File: src/rtl/ifetch_data_stage_if.sv
// Signal bundle between ifetch_data_stage and its neighbours (tag stage, icache arrays, L2, decode, writeback).
// The master modport is the environment side; the slave modport is the data stage itself.
interface ifetch_data_stage_if #(
  parameter int NUM_WARP_PER_CORE     = 4,
  parameter int ADDR_WIDTH            = 32,
  parameter int L1_CACHE_NUM_SETS_LOG = 6,
  parameter int L1_CACHE_NUM_WAYS     = 4
);
  localparam int NUM_WARP_PER_CORE_LOG = $clog2(NUM_WARP_PER_CORE);
  localparam int TAG_W                 = ADDR_WIDTH - 6 - L1_CACHE_NUM_SETS_LOG;

  logic                                        ift_to_ifd_valid;
  logic [ADDR_WIDTH+NUM_WARP_PER_CORE_LOG-1:0] ift_to_ifd_bus;
  logic                                        ifd_allowin;
  logic [L1_CACHE_NUM_WAYS-1:0]                icache_tag_valid;
  logic [L1_CACHE_NUM_WAYS*TAG_W-1:0]          icache_tag;
  logic [L1_CACHE_NUM_WAYS*32-1:0]             icache_inst;
  logic                                        ifd_cache_miss;
  logic                                        ifd_near_miss;
  logic [NUM_WARP_PER_CORE_LOG-1:0]            ifd_cache_miss_warp_idx;
  logic                                        l2i_fill_en;
  logic [ADDR_WIDTH-1:0]                       l2i_fill_addr;
  logic                                        ifd_to_l2i_req_valid;
  logic [ADDR_WIDTH-1:0]                       ifd_to_l2i_req_addr;
  logic                                        l2i_req_ready;
  logic                                        id_allowin;
  logic                                        ifd_to_id_valid;
  logic [32+ADDR_WIDTH+NUM_WARP_PER_CORE_LOG-1:0] ifd_to_id_bus;
  logic                                        wb_rollback_en;
  logic [NUM_WARP_PER_CORE_LOG-1:0]            wb_rollback_warp_idx;

  modport master (
    output ift_to_ifd_valid, ift_to_ifd_bus, icache_tag_valid, icache_tag, icache_inst,
           l2i_fill_en, l2i_fill_addr, l2i_req_ready, id_allowin,
           wb_rollback_en, wb_rollback_warp_idx,
    input  ifd_allowin, ifd_cache_miss, ifd_near_miss, ifd_cache_miss_warp_idx,
           ifd_to_l2i_req_valid, ifd_to_l2i_req_addr, ifd_to_id_valid, ifd_to_id_bus
  );

  modport slave (
    input  ift_to_ifd_valid, ift_to_ifd_bus, icache_tag_valid, icache_tag, icache_inst,
           l2i_fill_en, l2i_fill_addr, l2i_req_ready, id_allowin,
           wb_rollback_en, wb_rollback_warp_idx,
    output ifd_allowin, ifd_cache_miss, ifd_near_miss, ifd_cache_miss_warp_idx,
           ifd_to_l2i_req_valid, ifd_to_l2i_req_addr, ifd_to_id_valid, ifd_to_id_bus
  );
endinterface

File: src/rtl/ifetch_data_stage.sv
// Second ifetch stage: tag compare, hit forwarding to decode, miss reporting and a one-entry L2 line request.
// Optional performance counters are built when IFETCH_PERF_CNT_EN is defined.
module ifetch_data_stage #(
  parameter int NUM_WARP_PER_CORE     = 4,
  parameter int ADDR_WIDTH            = 32,
  parameter int L1_CACHE_NUM_SETS_LOG = 6,
  parameter int L1_CACHE_NUM_WAYS     = 4
) (
  input  logic                 clk,
  input  logic                 rst,
  ifetch_data_stage_if.slave   bus
`ifdef IFETCH_PERF_CNT_EN
  ,
  output logic [31:0]          perf_icache_hit_cnt,
  output logic [31:0]          perf_icache_miss_cnt
`endif
);
  localparam int WL       = $clog2(NUM_WARP_PER_CORE);
  localparam int LINE_OFF = 6;
  localparam int TAG_LSB  = LINE_OFF + L1_CACHE_NUM_SETS_LOG;
  localparam int TAG_W    = ADDR_WIDTH - TAG_LSB;

  logic                       r_valid;
  logic [ADDR_WIDTH-1:0]      r_pc;
  logic [WL-1:0]              r_warp;
  logic                       r_out_valid;
  logic [32+ADDR_WIDTH+WL-1:0] r_out_bus;
  logic                       r_req_valid;
  logic [ADDR_WIDTH-1:0]      r_req_addr;

  logic                       w_hit;
  logic [31:0]                w_inst;
  logic [ADDR_WIDTH-1:0]      w_line;
  logic                       w_rollback;
  logic                       w_fill_same_line;
  logic                       w_same_req;
  logic                       w_req_free;
  logic                       w_ready_go;
  logic                       w_out_ok;
  logic                       w_retire;
  logic                       w_fwd;
  logic                       w_miss;
  logic                       w_issue;

  // NOTE: every always_comb output gets a default before any branch, so no latch is inferred.
  always_comb begin
    w_hit  = 1'b0;
    w_inst = '0;
    // Scan from the top way down so the lowest matching way is the one left standing.
    for (int i = L1_CACHE_NUM_WAYS - 1; i >= 0; i--) begin
      if (bus.icache_tag_valid[i] && (bus.icache_tag[i*TAG_W +: TAG_W] == r_pc[ADDR_WIDTH-1:TAG_LSB])) begin
        w_hit  = 1'b1;
        w_inst = bus.icache_inst[i*32 +: 32];
      end
    end
  end

  assign w_line           = {r_pc[ADDR_WIDTH-1:LINE_OFF], {LINE_OFF{1'b0}}};
  assign w_rollback       = bus.wb_rollback_en && r_valid && (bus.wb_rollback_warp_idx == r_warp);
  assign w_fill_same_line = bus.l2i_fill_en && (bus.l2i_fill_addr == w_line);
  assign w_same_req       = r_req_valid && (r_req_addr == w_line);
  // A different pending line frees up in the same cycle L2 accepts it, so the new miss can load behind it.
  assign w_req_free       = !r_req_valid || w_same_req || bus.l2i_req_ready;
  assign w_ready_go       = w_hit || w_fill_same_line || w_req_free;
  assign w_out_ok         = !r_out_valid || bus.id_allowin;
  assign w_retire         = r_valid && !w_rollback && w_ready_go && w_out_ok;
  assign w_fwd            = w_retire && w_hit;
  assign w_miss           = w_retire && !w_hit;
  assign w_issue          = w_miss && !w_fill_same_line && !w_same_req;

  assign bus.ifd_allowin             = !r_valid || (w_ready_go && w_out_ok);
  assign bus.ifd_cache_miss          = w_miss;
  assign bus.ifd_near_miss           = w_miss && w_fill_same_line;
  assign bus.ifd_cache_miss_warp_idx = w_miss ? r_warp : '0;
  assign bus.ifd_to_l2i_req_valid    = r_req_valid;
  assign bus.ifd_to_l2i_req_addr     = r_req_addr;
  assign bus.ifd_to_id_valid         = r_out_valid;
  assign bus.ifd_to_id_bus           = r_out_bus;

  // NOTE: sequential state uses non-blocking assignments only, so every register samples pre-edge values.
  always_ff @(posedge clk) begin
    if (rst) begin
      r_valid     <= 1'b0;
      r_pc        <= '0;
      r_warp      <= '0;
      r_out_valid <= 1'b0;
      r_out_bus   <= '0;
      r_req_valid <= 1'b0;
      r_req_addr  <= '0;
    end else begin
      if (bus.ifd_allowin) begin
        r_valid <= bus.ift_to_ifd_valid;
        if (bus.ift_to_ifd_valid) begin
          r_pc   <= bus.ift_to_ifd_bus[WL +: ADDR_WIDTH];
          r_warp <= bus.ift_to_ifd_bus[WL-1:0];
        end
      end else if (w_rollback) begin
        r_valid <= 1'b0;
      end

      if (w_fwd) begin
        r_out_valid <= 1'b1;
        r_out_bus   <= {w_inst, r_pc, r_warp};
      end else if (bus.id_allowin) begin
        r_out_valid <= 1'b0;
      end

      if (w_issue) begin
        r_req_valid <= 1'b1;
        r_req_addr  <= w_line;
      end else if (r_req_valid && bus.l2i_req_ready) begin
        r_req_valid <= 1'b0;
      end
    end
  end

`ifdef IFETCH_PERF_CNT_EN
  logic [31:0] r_hit_cnt;
  logic [31:0] r_miss_cnt;

  always_ff @(posedge clk) begin
    if (rst) begin
      r_hit_cnt  <= '0;
      r_miss_cnt <= '0;
    end else begin
      if (w_fwd)  r_hit_cnt  <= r_hit_cnt + 32'd1;
      if (w_miss) r_miss_cnt <= r_miss_cnt + 32'd1;
    end
  end

  assign perf_icache_hit_cnt  = r_hit_cnt;
  assign perf_icache_miss_cnt = r_miss_cnt;
`endif

endmodule
File: src/flat_wrapper.sv
// flat-port wrapper written by rule: the top's interface ports become plain ports
module ifetch_data_stage_flat 
#(
  parameter int NUM_WARP_PER_CORE     = 4,
  parameter int ADDR_WIDTH            = 32,
  parameter int L1_CACHE_NUM_SETS_LOG = 6,
  parameter int L1_CACHE_NUM_WAYS     = 4
)
  (clk, rst, bus_ift_to_ifd_valid, bus_ift_to_ifd_bus, bus_icache_tag_valid, bus_icache_tag, bus_icache_inst, bus_l2i_fill_en, bus_l2i_fill_addr, bus_l2i_req_ready, bus_id_allowin, bus_wb_rollback_en, bus_wb_rollback_warp_idx, bus_ifd_allowin, bus_ifd_cache_miss, bus_ifd_near_miss, bus_ifd_cache_miss_warp_idx, bus_ifd_to_l2i_req_valid, bus_ifd_to_l2i_req_addr, bus_ifd_to_id_valid, bus_ifd_to_id_bus);
  ifetch_data_stage_if #(.NUM_WARP_PER_CORE(NUM_WARP_PER_CORE), .ADDR_WIDTH(ADDR_WIDTH), .L1_CACHE_NUM_SETS_LOG(L1_CACHE_NUM_SETS_LOG), .L1_CACHE_NUM_WAYS(L1_CACHE_NUM_WAYS)) bus_i ();
  input  logic clk;
  input  logic rst;
  input wire logic [$bits(bus_i.ift_to_ifd_valid)-1:0] bus_ift_to_ifd_valid;
  input wire logic [$bits(bus_i.ift_to_ifd_bus)-1:0] bus_ift_to_ifd_bus;
  input wire logic [$bits(bus_i.icache_tag_valid)-1:0] bus_icache_tag_valid;
  input wire logic [$bits(bus_i.icache_tag)-1:0] bus_icache_tag;
  input wire logic [$bits(bus_i.icache_inst)-1:0] bus_icache_inst;
  input wire logic [$bits(bus_i.l2i_fill_en)-1:0] bus_l2i_fill_en;
  input wire logic [$bits(bus_i.l2i_fill_addr)-1:0] bus_l2i_fill_addr;
  input wire logic [$bits(bus_i.l2i_req_ready)-1:0] bus_l2i_req_ready;
  input wire logic [$bits(bus_i.id_allowin)-1:0] bus_id_allowin;
  input wire logic [$bits(bus_i.wb_rollback_en)-1:0] bus_wb_rollback_en;
  input wire logic [$bits(bus_i.wb_rollback_warp_idx)-1:0] bus_wb_rollback_warp_idx;
  output wire logic [$bits(bus_i.ifd_allowin)-1:0] bus_ifd_allowin;
  output wire logic [$bits(bus_i.ifd_cache_miss)-1:0] bus_ifd_cache_miss;
  output wire logic [$bits(bus_i.ifd_near_miss)-1:0] bus_ifd_near_miss;
  output wire logic [$bits(bus_i.ifd_cache_miss_warp_idx)-1:0] bus_ifd_cache_miss_warp_idx;
  output wire logic [$bits(bus_i.ifd_to_l2i_req_valid)-1:0] bus_ifd_to_l2i_req_valid;
  output wire logic [$bits(bus_i.ifd_to_l2i_req_addr)-1:0] bus_ifd_to_l2i_req_addr;
  output wire logic [$bits(bus_i.ifd_to_id_valid)-1:0] bus_ifd_to_id_valid;
  output wire logic [$bits(bus_i.ifd_to_id_bus)-1:0] bus_ifd_to_id_bus;
  assign bus_i.ift_to_ifd_valid = bus_ift_to_ifd_valid;
  assign bus_i.ift_to_ifd_bus = bus_ift_to_ifd_bus;
  assign bus_i.icache_tag_valid = bus_icache_tag_valid;
  assign bus_i.icache_tag = bus_icache_tag;
  assign bus_i.icache_inst = bus_icache_inst;
  assign bus_i.l2i_fill_en = bus_l2i_fill_en;
  assign bus_i.l2i_fill_addr = bus_l2i_fill_addr;
  assign bus_i.l2i_req_ready = bus_l2i_req_ready;
  assign bus_i.id_allowin = bus_id_allowin;
  assign bus_i.wb_rollback_en = bus_wb_rollback_en;
  assign bus_i.wb_rollback_warp_idx = bus_wb_rollback_warp_idx;
  assign bus_ifd_allowin = bus_i.ifd_allowin;
  assign bus_ifd_cache_miss = bus_i.ifd_cache_miss;
  assign bus_ifd_near_miss = bus_i.ifd_near_miss;
  assign bus_ifd_cache_miss_warp_idx = bus_i.ifd_cache_miss_warp_idx;
  assign bus_ifd_to_l2i_req_valid = bus_i.ifd_to_l2i_req_valid;
  assign bus_ifd_to_l2i_req_addr = bus_i.ifd_to_l2i_req_addr;
  assign bus_ifd_to_id_valid = bus_i.ifd_to_id_valid;
  assign bus_ifd_to_id_bus = bus_i.ifd_to_id_bus;
  ifetch_data_stage #(.NUM_WARP_PER_CORE(NUM_WARP_PER_CORE), .ADDR_WIDTH(ADDR_WIDTH), .L1_CACHE_NUM_SETS_LOG(L1_CACHE_NUM_SETS_LOG), .L1_CACHE_NUM_WAYS(L1_CACHE_NUM_WAYS)) u_core (.clk(clk), .rst(rst), .bus(bus_i));
endmodule
File: config.mk
export PLATFORM = sky130hd
export DESIGN_NAME = ifetch_data_stage_flat
export DESIGN_NICKNAME = d
export VERILOG_FILES = /design/src/rtl/ifetch_data_stage_if.sv /design/src/rtl/ifetch_data_stage.sv /design/src/flat_wrapper.sv
export SDC_FILE = /design/constraint.sdc
export NUM_CORES = 1
export LEC_CHECK = 0
export CORE_AREA = 2 2 163 165
export CTS_CLUSTER_DIAMETER = 100
export DETAILED_ROUTE_END_ITERATION = 10
export DIE_AREA = 0 0 165 167
export GPL_ROUTABILITY_DRIVEN = 0
export HOLD_SLACK_MARGIN = 0.15
export PLACE_DENSITY = 0.69
export SLEW_MARGIN = 0
export SYNTH_ARGS = -nofsm -noshare
export SYNTH_HDL_FRONTEND = slang
export SYNTH_SLANG_ARGS = --single-unit
File: constraint.sdc
create_clock -name clk -period 6.6 [get_ports clk]
set_clock_uncertainty 0.05 [all_clocks]
set_input_delay 0.66 -clock clk [delete_from_list [all_inputs] [get_ports clk]]
set_output_delay 0.66 -clock clk [all_outputs]
set_load 0.01 [all_outputs]
==> run metrics, run 1 <==
Worst Path Arrival 4210 ps; Mapped Area 0.00767 mm²; endpoints failing setup 0; worst reg2reg path startpoint u_core.r_pc[25]$_SDFFE_PP0P_; routed wire length between 30 and 40 mm; core box area 0.0258 mm²; number of global-route vias before repair 7954; R2R Setup Slk between 2000 and 2500 ps; prevailing post-synth register cell dfxtp_1; overall via count from detail_route 8086; total global-route track usage 0.225; height of the die 167 µm; Flop pwr share 0.379; maximum root-to-sink buffer count 2; clock root buffer clkbuf_16; Avg Synthesized Cell Area approximately 8.1 µm²; Warnings, synthesis 0; detailed-placement wirelength estimate between 20 and 25 mm; number of nets with antenna violations after detailed routing 0; area of the multi-input gates ~0.0046 mm²; buffer count from post-CTS setup fixing 0; grt ovf 0; antenna violations before repair 2; total number of nets in the final design around 1600; DRC violations left 0; Synth Instances 943; power per standard cell area 183 mW/mm²; die outline width 165 µm; RSZ-0062 raised after global routing no; maximum number of pins on one net before global-route repair 96; slew at the pin closest to its max-slew limit between 1000 and 1500 ps; effective utilization at floorplan 0.298; list of cells traversed by the critical path xor2_1 > nor4_1 > nand4_1 > or4_1 > nand3_1 > nor3b_1 > and2_1 > clkdlybuf4s50_1; Setup CP Type reg -> out; filler cell count in the final layout about 2500; final-layout setup total negative slack 0 ps; number of detailed-routing iterations run before antenna repair 4; quantity of gates resized following cts 0; Max-Slew Margin vs Limit 0.278; clock latency on the worst-skew pair 420 ps; final-report hold violation count 0; fraction of the core area covered by cells at the end of the flow 0.475; worst-path fanout max 8; number of placement rows just under 60; net switching power 0.598 mW; FF/Latch Area 0.00258 mm²; synth unique cells between 40 and 50; vias per std cell roughly 5; CP max stage cell dfxtp_1; number of levels in the clock H-tree 4; class of the most critical hold timing path reg -> reg; WL per Instance 19.6 µm; sequential share of the synthesized area 0.337; sink count of the clock tree ~130; maximum capacitance violations 0; Crit path required time between 5000 and 6000 ps; internal power 1.64 mW; kind of launch point of the worst setup path flop; violation count after the first detailed-route iteration 503; Bufs and invs on worst path 1; number of synthesized register bits 129; largest delay contributor family on the critical path simple AND/OR/NAND/NOR gates; delay of the slowest cell on the worst path around 770 ps; peak ir drop on the vdd network 154 µV; quantity of hold-fixing buffers added after cts 0; start point of the critical path u_core.r_pc[15]$_SDFFE_PP0P_; part of the power in combinational logic 0.169; Die Outline Area 0.0276 mm²; growth of design area from synthesis to finish 59.6%; Worst R2R End u_core.bus.ifd_to_id_bus[38]$_SDFFE_PP0P_; cell depth of the worst setup path 8; number of clock buffers inserted by TritonCTS 17; post-route minimum period roughly 4900 ps; crit end category output port; net switching share of the total power 0.267; Clock transition at path regs approximately 60 ps; proportion of power drawn by the clock network 0.452; wire length of the first global-routing pass ~47 mm; number of enable flip-flop cells after synthesis 0; ys async rst share 0; Final Max Slew Viols 0; Top-Level Pins 392; fraction of final layout cells with drive strength greater than 1 0.0419; cell leakage power 4.52 nW; CTS tree done; endpoint of the worst setup timing path bus_ifd_near_miss; FF-to-FF path depth 8; run status completed; FMAX 203 MHz; fraction of the cycle the final worst path needs 0.745; input/output buffers 385
-- worst min-delay path by stage --
stage,start,to,cells after the start
after detailed placement,u_core.bus.ifd_to_id_bus[15]$_SDFFE_PP0P_,u_core.bus.ifd_to_id_bus[15]$_SDFFE_PP0P_,2
final,u_core.bus.ifd_to_id_bus[16]$_SDFFE_PP0P_,u_core.bus.ifd_to_id_bus[16]$_SDFFE_PP0P_,2
after global routing,u_core.bus.ifd_to_id_bus[1]$_SDFFE_PP0P_,u_core.bus.ifd_to_id_bus[1]$_SDFFE_PP0P_,2
after floorplan,u_core.r_pc[0]$_SDFFE_PP0P_,u_core.r_pc[0]$_SDFFE_PP0P_,2
after CTS,u_core.bus.ifd_to_id_bus[15]$_SDFFE_PP0P_,u_core.bus.ifd_to_id_bus[15]$_SDFFE_PP0P_,2
after global placement,u_core.bus.ifd_to_id_bus[50]$_SDFFE_PP0P_,u_core.bus.ifd_to_id_bus[50]$_SDFFE_PP0P_,2
-- registers in the layout (all words and copies together), names as in the netlist --
register / flops
u_core.r_valid: 1
u_core.bus.ifd_to_id_valid: 1
u_core.r_warp: 2
u_core.bus.ifd_to_id_bus: 66
u_core.bus.ifd_to_l2i_req_addr: 26
u_core.r_pc: 32
u_core.bus.ifd_to_l2i_req_valid: 1
-- area by class of cell --
type / count / share of cell area
clock inverters: 15 / 0.0160
well taps: 335 / 0.0342
flip-flops and latches: 129 / 0.211
repair buffers: 396 / 0.321
diodes: 1 / 0.000204
clock buffers: 17 / 0.0348
multi-input cells: 698 / 0.372
inverters: 34 / 0.0104
-- worst min-delay path, stage by stage, from the launching register on --
cell and delay [ps]:
dfxtp_1 300, nand2_1 50, a21oi_1 50
-- Yosys cell counts, types with 33 or more instances --
| master | n | share of area |
|---|---|---|
| nand2_1 | 199 | 0.097 |
| dfxtp_1 | 129 | 0.34 |
| xnor2_1 | 81 | 0.093 |
| a21oi_1 | 68 | 0.044 |
| mux2i_1 | 60 | 0.078 |
| xor2_1 | 53 | 0.061 |
| clkbuf_1 | 48 | 0.023 |
| inv_1 | 33 | 0.016 |
| nand4_1 | 33 | 0.027 |
| nor2_1 | 33 | 0.016 |
-- metal layers --
layer  share of wire  wire [µm]  track usage
met1            0.40      12700        0.255
met2            0.49      15700        0.400
met3           0.090       2850       0.0680
met4           0.020        643       0.0696
met5         0.00072         23            0
-- cells by family after synthesis --
family,after synthesis,synth area share
other,1,0.000489
AO/OA/AOI/OAI,142,0.128
buffers and inverters,121,0.0754
AND/OR/NAND/NOR,356,0.228
XOR/XNOR,134,0.153
multiplexers,60,0.0783
flip-flops,129,0.337
-- power by group through the flow --
| stage | registers (mW) | logic, mW | clock network (mW) |
|---|---|---|---|
| 5_1_grt | 0.852 | 0.407 | 1.08 |
| 3_3_place_gp | 0.867 | 0.374 | 0 |
| 2_1_floorplan | 0.826 | 0.187 | 0 |
| 3_5_place_dp | 0.867 | 0.378 | 0 |
| 6_report | 0.850 | 0.378 | 1.01 |
| 4_1_cts | 0.850 | 0.380 | 1.05 |
-- stage by stage --
stage	setup WS [ps]	std cells	power [mW]	instance area [µm²]	hold slack, ps
3_3_place_gp	1740	1592	1.24	11600	388
6_report	1680	1625	2.24	12200	400
4_1_cts	1610	1624	2.28	12200	402
2_1_floorplan	3410	948	1.01	7690	385
5_1_grt	1470	1624	2.34	12200	413
3_5_place_dp	1780	1592	1.24	11600	393
-- placed cells by master, fill, tap and decap left out, types with 2 or more instances in the layout --
master and n:
nor3b_1 5, nor4b_1 5, nand2b_1 2, o22a_1 32, and3_1 2, inv_6 5
dfxtp_1 129, nor3_1 4, clkbuf_16 17, clkinvlp_4 3, nand3_1 9, o311ai_0 32
o21ai_0 2, or2_2 3, a21oi_1 68, nor2_1 33, nand4_1 33, inv_1 33
clkdlybuf4s50_1 384, or4_1 2, conb_1 6, buf_4 11, and4_1 32, clkinv_4 2
and2_1 3, nor4_1 19, mux2i_1 60, xor2_1 53, xnor2_1 81, bufinv_16 3
nand2_1 199, inv_8 2
Power figures use the tool's default switching activity.
==> inputs of run 2 (changes only) <==
clock period = 5 ns   (was 6.6 ns; I/O delays follow)
==> run 2 against run 1 <==
Clock-buffer cell count rose by 1. Clock power rose by 25%. Highest routed layer is now met4. Critical path depth did not move. Combinational power rose by 39%. Design area rose by 0.21%. Largest power group unchanged.
==> run metrics, run 2 (same netlist as run 1, synthesis figures left out) <==
dpl cells 1601 (was 1592); worst min-delay path startpoint u_core.bus.ifd_to_id_bus[42]$_SDFFE_PP0P_ (was u_core.bus.ifd_to_id_bus[16]$_SDFFE_PP0P_); number of detailed-routing iterations run before antenna repair 6 (was 4); Clock transition at path regs 70 ps (was 60 ps); buffer count from post-CTS setup fixing 0 (unchanged); Worst R2R End u_core.bus.ifd_to_id_bus[46]$_SDFFE_PP0P_ (was u_core.bus.ifd_to_id_bus[38]$_SDFFE_PP0P_); worst reg2reg path startpoint u_core.r_pc[25]$_SDFFE_PP0P_ (unchanged); part of the power in combinational logic 0.181 (was 0.169); list of cells traversed by the critical path xor2_1 > nor4_1 > nand4_1 > or4_1 > nand3_1 > nor3b_1 > and2_1 > clkdlybuf4s50_1 (unchanged); Post-Place Setup Slack 498 ps (was 1780 ps); most common cell after layout, fill and taps aside clkdlybuf4s50_1 (unchanged); total number of nets in the final design 1572 (was 1563); Setup CP Type reg -> out (unchanged); growth of design area from synthesis to finish 60.0% (was 59.6%); number of stages on the worst hold path 2 (unchanged); total power 2.89 mW (was 2.24 mW); fraction of the cycle the final worst path needs 0.933; die outline width 165 µm (unchanged); max reg flops 66 (unchanged); violation count after the first detailed-route iteration 419 (was 503); slack of the critical path 337 ps (was 1680 ps); run status completed (unchanged); start point of the critical path u_core.r_pc[27]$_SDFFE_PP0P_ (was u_core.r_pc[15]$_SDFFE_PP0P_); Max-Slew Margin vs Limit 0.301 (was 0.278); CTS tree done (unchanged); maximum number of pins on one net before global-route repair 90 (was 96); net switching share of the total power 0.278 (was 0.267); overall via count from detail_route 8152 (was 8086); effective utilization at floorplan 0.298 (unchanged); routed wire length 32.0 mm (was 31.9 mm); cell leakage power 4.54 nW (was 4.52 nW); kind of launch point of the worst setup path flop (unchanged); input/output buffers 385 (unchanged); Die Outline Area 0.0276 mm² (unchanged); grt ovf 0 (unchanged); maximum capacitance violations 0 (unchanged); fraction of final layout cells with drive strength greater than 1 0.0485 (was 0.0419); post-route minimum period 4660 ps; FMAX about 210 MHz; crit end category output port (unchanged); detailed-placement wirelength estimate 24.4 mm (was 24.0 mm); sink count of the clock tree 129 (unchanged); Worst Path Arrival 4110 ps (was 4210 ps); R2R Setup Slk 1180 ps (was 2260 ps); endpoints failing setup 0 (unchanged); clock root buffer clkbuf_16 (unchanged); class of the most critical hold timing path reg -> reg (unchanged); number of levels in the clock H-tree 4 (unchanged); largest delay contributor family on the critical path simple AND/OR/NAND/NOR gates (unchanged); core box area 0.0258 mm² (unchanged); number of global-route vias before repair 8394 (was 7954); DRC violations left 0 (unchanged); Final Max Slew Viols 0 (unchanged); worst-path fanout max 8 (unchanged); peak ir drop on the vdd network 149 µV (was 154 µV); number of placement rows 59 (unchanged); hold worst-path end u_core.bus.ifd_to_id_bus[42]$_SDFFE_PP0P_ (was u_core.bus.ifd_to_id_bus[16]$_SDFFE_PP0P_); final worst hold slack 401 ps (was 400 ps); vias per std cell 4.99 (was 4.98); delay of the slowest cell on the worst path 780 ps (was 770 ps); height of the die 167 µm (unchanged); internal power 2.09 mW (was 1.64 mW); FF-to-FF path depth 9 (was 8); quantity of hold-fixing buffers added after cts 0 (unchanged); antenna violations before repair 0 (was 2); WL per Instance 19.6 µm (about the same); CP max stage cell dfxtp_1 (unchanged); maximum root-to-sink buffer count 2 (unchanged); power per standard cell area 236 mW/mm² (was 183 mW/mm²); Flop pwr share 0.382 (was 0.379); final-layout setup total negative slack 0 ps (unchanged); slew at the pin closest to its max-slew limit 1050 ps (was 1080 ps); diodes inserted 0 (was 1); number of clock buffers inserted by TritonCTS 17 (unchanged); wire length of the first global-routing pass 47.2 mm (was 46.5 mm); final-report hold violation count 0 (unchanged); total global-route track usage 0.227 (was 0.225); Top-Level Pins 392 (unchanged); proportion of power drawn by the clock network 0.437 (was 0.452); number of nets with antenna violations after detailed routing 0 (unchanged); RSZ-0062 raised after global routing no (unchanged); Bufs and invs on worst path 1 (unchanged); Crit path required time 4450 ps (was 5890 ps); quantity of gates resized following cts 0 (unchanged); final std cells w/o fill 1633 (was 1625); net switching power 0.805 mW (was 0.598 mW); clock latency on the worst-skew pair 420 ps (about the same); most frequent cells in the layout 384 x clkdlybuf4s50_1, 199 x nand2_1, 129 x dfxtp_1 (unchanged)
==> run 2: changes by cell type in the layout (fill, tap and decap cells not counted), sizes merged <==
cell,before,now
buf,12,21
bufinv,3,1
clkbuf,17,18
clkinvlp,3,4
diode,1,0
==> run 2: layout make-up <==
cell class	instances	area, µm²
Clock buffer	18	439
Clock inverter	14	144
Fill cell	2503	13500
Inverter	34	128
Multi-Input combinational cell	698	4560
Sequential cell	129	2580
Tap cell	335	419
Timing Repair Buffer	405	4000
==> run 2: worst min-delay path, stage by stage, from the launching register on <==
cell	delay (ps)
dfxtp_1	310
nand2_1	50
a21oi_1	50
==> run 2: worst max-delay path by stage <==
stage / end / cells past startpoint
floorplan: bus_ifd_cache_miss_warp_idx[0] / 7
global placement: bus_ifd_cache_miss_warp_idx[1] / 9
detailed placement: bus_ifd_cache_miss_warp_idx[1] / 9
CTS: bus_ifd_near_miss / 8
global route: bus_ifd_near_miss / 8
finish: bus_ifd_near_miss / 8
==> run 2: metal layers <==
metal  track usage  wire, µm  up-vias
met5             0         0        -
met4        0.0854       927        0
met3        0.0690      2820       52
met2         0.393     15600      335
met1         0.259     12600     3812
li1              -         -     3953
==> run 2: through the flow <==
step / cell area [µm²] / utilization
after detailed placement: 11700 / 0.453
after floorplan: 7690 / -
after CTS: 12300 / 0.476
after global placement: 11700 / 0.453
final: 12300 / 0.476
after global routing: 12300 / 0.476
==> run 2: power by group through the flow <==
stage	clock, mW	combinational, mW	sequential [mW]
finish	1.26	0.524	1.11
global route	1.34	0.564	1.11
CTS	1.29	0.526	1.10
detailed placement	0	0.523	1.13
global placement	0	0.519	1.13
floorplan	0	0.246	1.09
